<file path="src/rtl/ifetch_unit_if.sv">
// Fetch-unit bus bundle: instruction-memory req/ack channel, decode valid/ready slot,
// redirect input and the architectural fetch PC.
interface ifetch_unit_if;
    logic        imem_req;
    logic [31:0] imem_addr;
    logic        imem_ack;
    logic [31:0] imem_rdata;
    logic        redirect;
    logic [31:0] redirect_pc;
    logic        id_valid;
    logic        id_ready;
    logic [31:0] id_instr;
    logic [31:0] id_pc;
    logic [31:0] id_pc4;
    logic [31:0] pc;

    modport master (
        output imem_req, imem_addr, id_valid, id_instr, id_pc, id_pc4, pc,
        input  imem_ack, imem_rdata, redirect, redirect_pc, id_ready
    );

    modport slave (
        input  imem_req, imem_addr, id_valid, id_instr, id_pc, id_pc4, pc,
        output imem_ack, imem_rdata, redirect, redirect_pc, id_ready
    );
endinterface

</file>
<file path="src/rtl/ifetch_unit.sv">
// Instruction-fetch front end: owns the fetch PC, issues one word read at a time and
// holds the fetched instruction for decode; redirects squash stale or held data.
module ifetch_unit #(
    parameter logic [31:0] RESET_PC = 32'h0000_0000
) (
    input logic           clk,
    input logic           rst,
    ifetch_unit_if.master bus
);

    typedef enum logic [1:0] {StIdle, StReq, StWaitId, StDrop} state_e;

    state_e      state_q, state_d;
    logic [31:0] pc_q, pc_d;
    logic [31:0] addr_q, addr_d;
    logic [31:0] instr_q, instr_d;
    logic [31:0] id_pc_q, id_pc_d;
    logic [31:0] id_pc4_q, id_pc4_d;
    logic        req_q, req_d;
    logic        valid_q, valid_d;
    logic [31:0] target;

    assign target = bus.redirect_pc & ~32'h3;

    always_comb begin
        state_d  = state_q;
        pc_d     = pc_q;
        addr_d   = addr_q;
        instr_d  = instr_q;
        id_pc_d  = id_pc_q;
        id_pc4_d = id_pc4_q;
        req_d    = req_q;
        valid_d  = valid_q;

        unique case (state_q)
            StIdle: begin
                pc_d    = bus.redirect ? target : pc_q;
                addr_d  = bus.redirect ? target : pc_q;
                req_d   = 1'b1;
                state_d = StReq;
            end
            StReq: begin
                if (bus.redirect) begin
                    pc_d    = target;
                    valid_d = 1'b0;
                    if (bus.imem_ack) begin
                        // Returned word belongs to the old stream; reissue at the target.
                        addr_d = target;
                    end else begin
                        state_d = StDrop;
                    end
                end else if (bus.imem_ack) begin
                    instr_d  = bus.imem_rdata;
                    id_pc_d  = addr_q;
                    id_pc4_d = addr_q + 32'd4;
                    valid_d  = 1'b1;
                    pc_d     = pc_q + 32'd4;
                    req_d    = 1'b0;
                    state_d  = StWaitId;
                end
            end
            StWaitId: begin
                if (bus.redirect) begin
                    pc_d    = target;
                    valid_d = 1'b0;
                    addr_d  = target;
                    req_d   = 1'b1;
                    state_d = StReq;
                end else if (bus.id_ready) begin
                    valid_d = 1'b0;
                    addr_d  = pc_q;
                    req_d   = 1'b1;
                    state_d = StReq;
                end
            end
            StDrop: begin
                // Old request must still complete before the new address may be driven.
                if (bus.redirect) begin
                    pc_d = target;
                end
                if (bus.imem_ack) begin
                    addr_d  = bus.redirect ? target : pc_q;
                    state_d = StReq;
                end
            end
            default: state_d = StIdle;
        endcase
    end

    always_ff @(posedge clk) begin
        if (rst) begin
            state_q  <= StIdle;
            pc_q     <= RESET_PC;
            addr_q   <= RESET_PC;
            instr_q  <= 32'h0;
            id_pc_q  <= 32'h0;
            id_pc4_q <= 32'h0;
            req_q    <= 1'b0;
            valid_q  <= 1'b0;
        end else begin
            state_q  <= state_d;
            pc_q     <= pc_d;
            addr_q   <= addr_d;
            instr_q  <= instr_d;
            id_pc_q  <= id_pc_d;
            id_pc4_q <= id_pc4_d;
            req_q    <= req_d;
            valid_q  <= valid_d;
        end
    end

    assign bus.imem_req  = req_q;
    assign bus.imem_addr = addr_q;
    assign bus.id_valid  = valid_q;
    assign bus.id_instr  = instr_q;
    assign bus.id_pc     = id_pc_q;
    assign bus.id_pc4    = id_pc4_q;
    assign bus.pc        = pc_q;

endmodule

</file>
<file path="src/flat_wrapper.sv">
// flat-port wrapper written by rule: the top's interface ports become plain ports
module ifetch_unit_flat 
#(
    parameter logic [31:0] RESET_PC = 32'h0000_0000
)
  (clk, rst, bus_imem_req, bus_imem_addr, bus_id_valid, bus_id_instr, bus_id_pc, bus_id_pc4, bus_pc, bus_imem_ack, bus_imem_rdata, bus_redirect, bus_redirect_pc, bus_id_ready);
  ifetch_unit_if bus_i ();
  input logic clk;
  input logic rst;
  output wire logic [$bits(bus_i.imem_req)-1:0] bus_imem_req;
  output wire logic [$bits(bus_i.imem_addr)-1:0] bus_imem_addr;
  output wire logic [$bits(bus_i.id_valid)-1:0] bus_id_valid;
  output wire logic [$bits(bus_i.id_instr)-1:0] bus_id_instr;
  output wire logic [$bits(bus_i.id_pc)-1:0] bus_id_pc;
  output wire logic [$bits(bus_i.id_pc4)-1:0] bus_id_pc4;
  output wire logic [$bits(bus_i.pc)-1:0] bus_pc;
  input wire logic [$bits(bus_i.imem_ack)-1:0] bus_imem_ack;
  input wire logic [$bits(bus_i.imem_rdata)-1:0] bus_imem_rdata;
  input wire logic [$bits(bus_i.redirect)-1:0] bus_redirect;
  input wire logic [$bits(bus_i.redirect_pc)-1:0] bus_redirect_pc;
  input wire logic [$bits(bus_i.id_ready)-1:0] bus_id_ready;
  assign bus_imem_req = bus_i.imem_req;
  assign bus_imem_addr = bus_i.imem_addr;
  assign bus_id_valid = bus_i.id_valid;
  assign bus_id_instr = bus_i.id_instr;
  assign bus_id_pc = bus_i.id_pc;
  assign bus_id_pc4 = bus_i.id_pc4;
  assign bus_pc = bus_i.pc;
  assign bus_i.imem_ack = bus_imem_ack;
  assign bus_i.imem_rdata = bus_imem_rdata;
  assign bus_i.redirect = bus_redirect;
  assign bus_i.redirect_pc = bus_redirect_pc;
  assign bus_i.id_ready = bus_id_ready;
  ifetch_unit #(.RESET_PC(RESET_PC)) u_core (.clk(clk), .rst(rst), .bus(bus_i));
endmodule
</file>
<file path="config.mk">
export PLATFORM = sky130hd
export DESIGN_NAME = ifetch_unit_flat
export DESIGN_NICKNAME = d
export VERILOG_FILES = /design/src/rtl/ifetch_unit_if.sv /design/src/rtl/ifetch_unit.sv /design/src/flat_wrapper.sv
export SDC_FILE = /design/constraint.sdc
export NUM_CORES = 1
export LEC_CHECK = 0
export ABC_AREA = 1
export BUFFER_PORTS_ARGS = -buffer_cell sky130_fd_sc_hd__buf_2
export CAP_MARGIN = 15
export CORE_ASPECT_RATIO = 2
export CORE_MARGIN = 4
export CORE_UTILIZATION = 35
export DETAILED_ROUTE_END_ITERATION = 10
export SYNTH_ARGS = -nofsm -noshare
export SYNTH_HDL_FRONTEND = slang
export SYNTH_SLANG_ARGS = --single-unit
</file>
<file path="constraint.sdc">
create_clock -name clk -period 1.4 [get_ports clk]
set_input_delay 0.28 -clock clk [delete_from_list [all_inputs] [get_ports clk]]
set_output_delay 0.28 -clock clk [all_outputs]
set_load 0.03 [all_outputs]
</file>
Word level (Yosys, flattened, before mapping). Index checks and enable logic that the tools add are counted.

Eq/ne operators: 10. Reductions and logical operators: 9. $add $sub $neg: 2. Mux-type cells: 27. Bitwise operators: 1.

Operators by type and width (number): 32-bit 2-to-1 mux (8); 32-bit one-hot mux with 4 select lines (1); 32-bit by 3-bit adder with 32-bit output, second input constant (2); 32-bit one-hot mux with 2 select lines (1); 2-bit 2-to-1 mux (6); 4-bit AND reduction (3); 3-bit inequality test, second input constant (3); 1-bit 2-to-1 mux (8); 2-bit inequality test, second input constant (4); 2-bit one-hot mux with 4 select lines (1); 3-bit AND reduction (2); 2-bit equality test, second input constant (2); 1-bit one-hot mux with 3 select lines (1); 3-bit nonzero test (1); 3-bit OR reduction (1); 2-bit by 1-bit equality test with 1-bit output, second input constant (1); 2-bit zero test (1); 1-bit one-hot mux with 2 select lines (1); 2-bit nonzero test (1); 1-bit inverter (1).

Output and inout bits: 162. Word-level logic and storage cells: 57. Bits in registers: 164. Bits of input ports: 69.

Logic depth before layout (Yosys ltp).
Depth after elaboration: 4. Depth in mapped cells: 11. Depth with buffers taken out: 10.

Least setup slack after synthesis. Ideal clock, no wire load.

Path type: register to register. Start: reg u_core.pc_q[2] (netlist: u_core.bus.pc[2]). End: reg u_core.pc_q[28] (netlist: u_core.bus.pc[28]). Clock period less this slack: 1.789 ns. Cell stages (with the launch flop): 11. Setup time: 0.120 ns. Setup slack: -0.389 ns. Buffers on the path: 0. Data arrival time: 1.670 ns. Data required time: 1.280 ns. Cell sequence: dfxtp_1 ha_1 nand2_1 nor2_2 nand2_1 nor2_1 nand2_1 nand2_1 nand3_1 nand2_1 a21oi_1.

Word-level cells in the longest chain between the ends: 4.

RTL lines: from (decl) (RTL line ifetch_unit.sv:14) `logic [31:0] pc_q, pc_d;`; from (signal assigned) (RTL line ifetch_unit.sv:102) `pc_q <= pc_d;`; 32-bit by 3-bit adder with 32-bit output (RTL line ifetch_unit.sv:57) `pc_d = pc_q + 32'd4;`; 32-bit 2-to-1 mux (RTL line ifetch_unit.sv:52) `end else if (bus.imem_ack) begin`; 32-bit 2-to-1 mux (RTL line ifetch_unit.sv:43) `if (bus.redirect) begin`; 32-bit one-hot mux with 2 select lines (RTL line ifetch_unit.sv:35) `unique case (state_q)`.

Every way passes these cells. The select of a mux whose other input is x is not followed. A chain may end at the register's enable or synchronous reset.

Worst setup path in the final report.
Start: reg u_core.state_q[0]. End: reg u_core.instr_q[10] (netlist: u_core.bus.id_instr[10]).

Word-level cells in the longest chain between the ends: 2.

RTL lines: from (decl) (RTL line ifetch_unit.sv:13) `state_e state_q, state_d;`; from (signal assigned) (RTL line ifetch_unit.sv:92) `state_q <= StIdle;`; from (signal assigned) (RTL line ifetch_unit.sv:101) `state_q <= state_d;`; 2-bit by 1-bit equality test with 1-bit output (RTL line ifetch_unit.sv:35); 3-bit AND reduction (no source line); to (signal assigned) (RTL line ifetch_unit.sv:104) `instr_q <= instr_d;`; to (decl) (RTL line ifetch_unit.sv:16) `logic [31:0] instr_q, instr_d;`.

Every way passes these cells.

==> results_dict.tcl <==
set metrics [dict create \
    synth_simple_gate_area_share_pct 33.2 \
    dp_hpwl_um 24500 \
    grt_overflow_total 0 \
    drive_above_1_share_pct 47.4 \
    period_share_pct 114 \
    synth.area.mux_share_pct 0 \
    synth_cell_types 33 \
    synth_top_flop_cell "dfxtp_1" \
    status "finished with violations" \
    netlist_instances 1320 \
    via_per_inst 5.24 \
    synth-compound-area-share_pct 18.4 \
    die_area_um2 26500 \
    port_buffers 228 \
    numCtsBuffers 17 \
    cts_tree "yes" \
    final.fill_count 2030 \
    grt_pass1_vias 9813 \
    arrival_ns 1.93 \
    crit_type "flip-flop to flip-flop" \
    r2r_end "u_core.bus.id_instr[10]" \
    synth_edf_count 0 \
    yosysTopAreaCell "dfxtp_1" \
    timing.fmax_mhz 628 \
    avgSynthCellArea_um2 6.32 \
    p_int_uw 9540 \
    maxSlewViolCount 0 \
    fin_cells 2040 \
    start_util_pct 35.6 \
    fin_tns_setup_ns -12.90 \
    tightestPinTransition_ns 0.488 \
    skew_ns 0.00890 \
    dp_cells 1933 \
    rr_worst_depth 10 \
    cts.path.max_buffers 2 \
    drc_errors 0 \
    vias 10681 \
    die_width_um 117 \
    clk_latency_ns 0.44 \
    core_um2 23400 \
    synth_area_leaders "dfxtp_1 (39%), nand2_1 (16%), o21ai_0 (9.4%)" \
    multi_input_area_um2 5680 \
    h-tree-depth 4 \
    drv_cap 0 \
    sw_frac_of_total_pct 33.7 \
    cts_root_buf "clkbuf_16" \
    leakagePower_uw 0.00666 \
    r2r_start "u_core.state_q[0]" \
    hold_viol 0 \
    min_period_ns 1.59 \
    yosysMostFrequentCell "nand2_1" \
    p_sw_uw 4850 \
    syn_area_um2 8350 \
    relSlewSlack_pct 67.5 \
    place.gp.congestion 0.936 \
    seq_area_frac_synth_pct 38.9 \
    r2r_slack_ns -0.19 \
    ant_nets 0 \
    drt_first_pass_iters 6 \
    synth_common_cells "nand2_1 (362), nor2_1 (209), dfxtp_1 (162)" \
    peakVddDrop_uv 750 \
    synth_top_family_by_area "simple AND/OR/NAND/NOR gates" \
    wirelength_um 38800 \
    combPwrFrac_pct 29.6 \
    wl_per_cell_um 19.0 \
    track_usage_pct 25.5 \
    synth_fa_ha_area_share_pct 0.300 \
    drtIter0Drc 455 \
    hold_depth 3 \
    crit_fanout 7 \
    setup_viol 152 \
    ys_warn_count 0 \
    ys_async_sr_fraction_pct 0 \
    violations "setup timing" \
    pwr-share-seq_pct 36.7 \
    p_clk_share_pct 33.7 \
    min_to "u_core.bus.id_instr[6]" \
    endpoint_kind "flip-flop" \
    die_h_um 226 \
    required_ns 1.74 \
    syn_to_final_growth_pct 75.2 \
    boundaryPins 231 \
    cts.clk_slew.worst_paths_ns 0.07 \
    rsz0062_at_grt "true" \
    fin_ws_ns -0.193 \
    nets 1813 \
    rows 79 \
    min_from "bus_imem_rdata[6]" \
    power_uw 14400 \
    seq_area_um2 3360 \
    start_kind "flip-flop" \
    synthXorXnorAreaFrac_pct 1.15 \
    grt_pass1_wl_um 51600 \
    antenna_found_initial 2 \
    synth_top_area_share_pct 38.9 \
    hp-class "input pin to flip-flop" \
    grt_max_degree 44 \
    cts.sinks 162 \
    yosys_register_bits 162 \
    cellPowerDensity_nw_per_um2 984 \
    synth_fp_nets 1391 \
]
## power by group through the flow
stage	logic [uW]	clock network, uW	registers [uW]
2_1_floorplan	1140	0	5930
3_3_place_gp	3080	0	5320
3_5_place_dp	3100	0	5330
4_1_cts	3530	4920	5240
5_1_grt	4520	5080	5310
6_report	4260	4850	5280
## registers in the layout, summed over array words and instances (netlist names)
name                  count
u_core.bus.id_pc         30
u_core.bus.id_instr      32
u_core.bus.imem_req       1
u_core.bus.id_pc4        32
u_core.state_q            2
u_core.bus.id_valid       1
u_core.bus.imem_addr     32
u_core.bus.pc            32
## critical path: stages (launching register included)
cell and delay, ns:
dfxtp_4 0.37, inv_4 0.05, nor2_8 0.13, nand2_4 0.09
nor2_8 0.16, buf_12 0.19, buf_12 0.13, inv_12 0.05
clkbuf_16 0.16, nor2_1 0.12, nor2_1 0.06
## placed cells by master (no fill, tap or decap), drive strengths merged
master	count
nand2	367
bufinv	2
dfxtp	162
a21oi	118
o21ai	164
inv	92
nand4	2
and2	2
nand3b	1
ha	2
buf	450
o211ai	6
nor2	219
nor3	6
or2	1
xnor2	1
clkinv	7
clkinvlp	4
nand3	85
diode	2
xor2	10
a211oi	3
a31oi	7
clkbuf	43
o2111ai	1
## final cells by class
type	count	area share [%]
Clock inverter	12	0.873
Timing Repair inverter	3	0.308
Sequential cell	162	23.0
Tap cell	283	2.42
Timing Repair Buffer	473	28.6
Clock buffer	20	3.27
Antenna cell	2	0.0342
Inverter	90	2.64
Multi-Input combinational cell	995	38.8
## layer usage
metal | track usage [%] | up-vias | routed length [um]
met5 | 0 | - | 0
met4 | 16.1 | 0 | 2860
met3 | 4.30 | 134 | 1970
met2 | 47.2 | 402 | 21400
met1 | 25.3 | 4991 | 12600
li1 | - | 5154 | -
## worst max path at each step
stage,start,end,slack [ns],cells after the start
floorplan,u_core.bus.pc[2],u_core.bus.pc[28],-0.02,10
global placement,u_core.bus.pc[15],u_core.bus.pc[24],-0.26,9
detailed placement,u_core.bus.pc[15],u_core.bus.pc[24],-0.22,8
CTS,u_core.bus.pc[3],u_core.bus.pc[26],-0.1,9
global route,u_core.state_q[0],u_core.bus.id_instr[10],-0.26,10
finish,u_core.state_q[0],u_core.bus.id_instr[10],-0.19,10
## through the flow
stage	utilization (%)	hold WS, ns	instance area (um2)	worst slack (ns)
3_3_place_gp	47.7	0.448	11200	-0.262
6_report	62.4	0.0505	14600	-0.193
3_5_place_dp	47.7	0.448	11200	-0.223
2_1_floorplan	-	0.415	8510	-0.0241
5_1_grt	62.4	0.0617	14600	-0.257
4_1_cts	54.3	0.0364	12700	-0.0990
## cells by family (layout without fill, tap and decap cells)
family / Yosys count / after routing
xor gates and xnor gates: 11 / 11
buffers and inverters: 164 / 598
adders and majority gates: 2 / 2
DFF: 162 / 162
other: 0 / 2
and+or+nand+nor: 682 / 683
AOI/OAI and AO/OA: 299 / 299
## repair_timing
item / 4_1_cts / 5_1_grt
pin swaps: 20 / 90
setup endpoints to repair: 187 / 180
hold endpoints to repair: 0 / 0
setup buffers: 15 / 23
cloned: 10 / 27
hold buffers: 0 / 0
gates resized for setup: 197 / 370
Note: power is estimated with default switching activity, not from simulation.
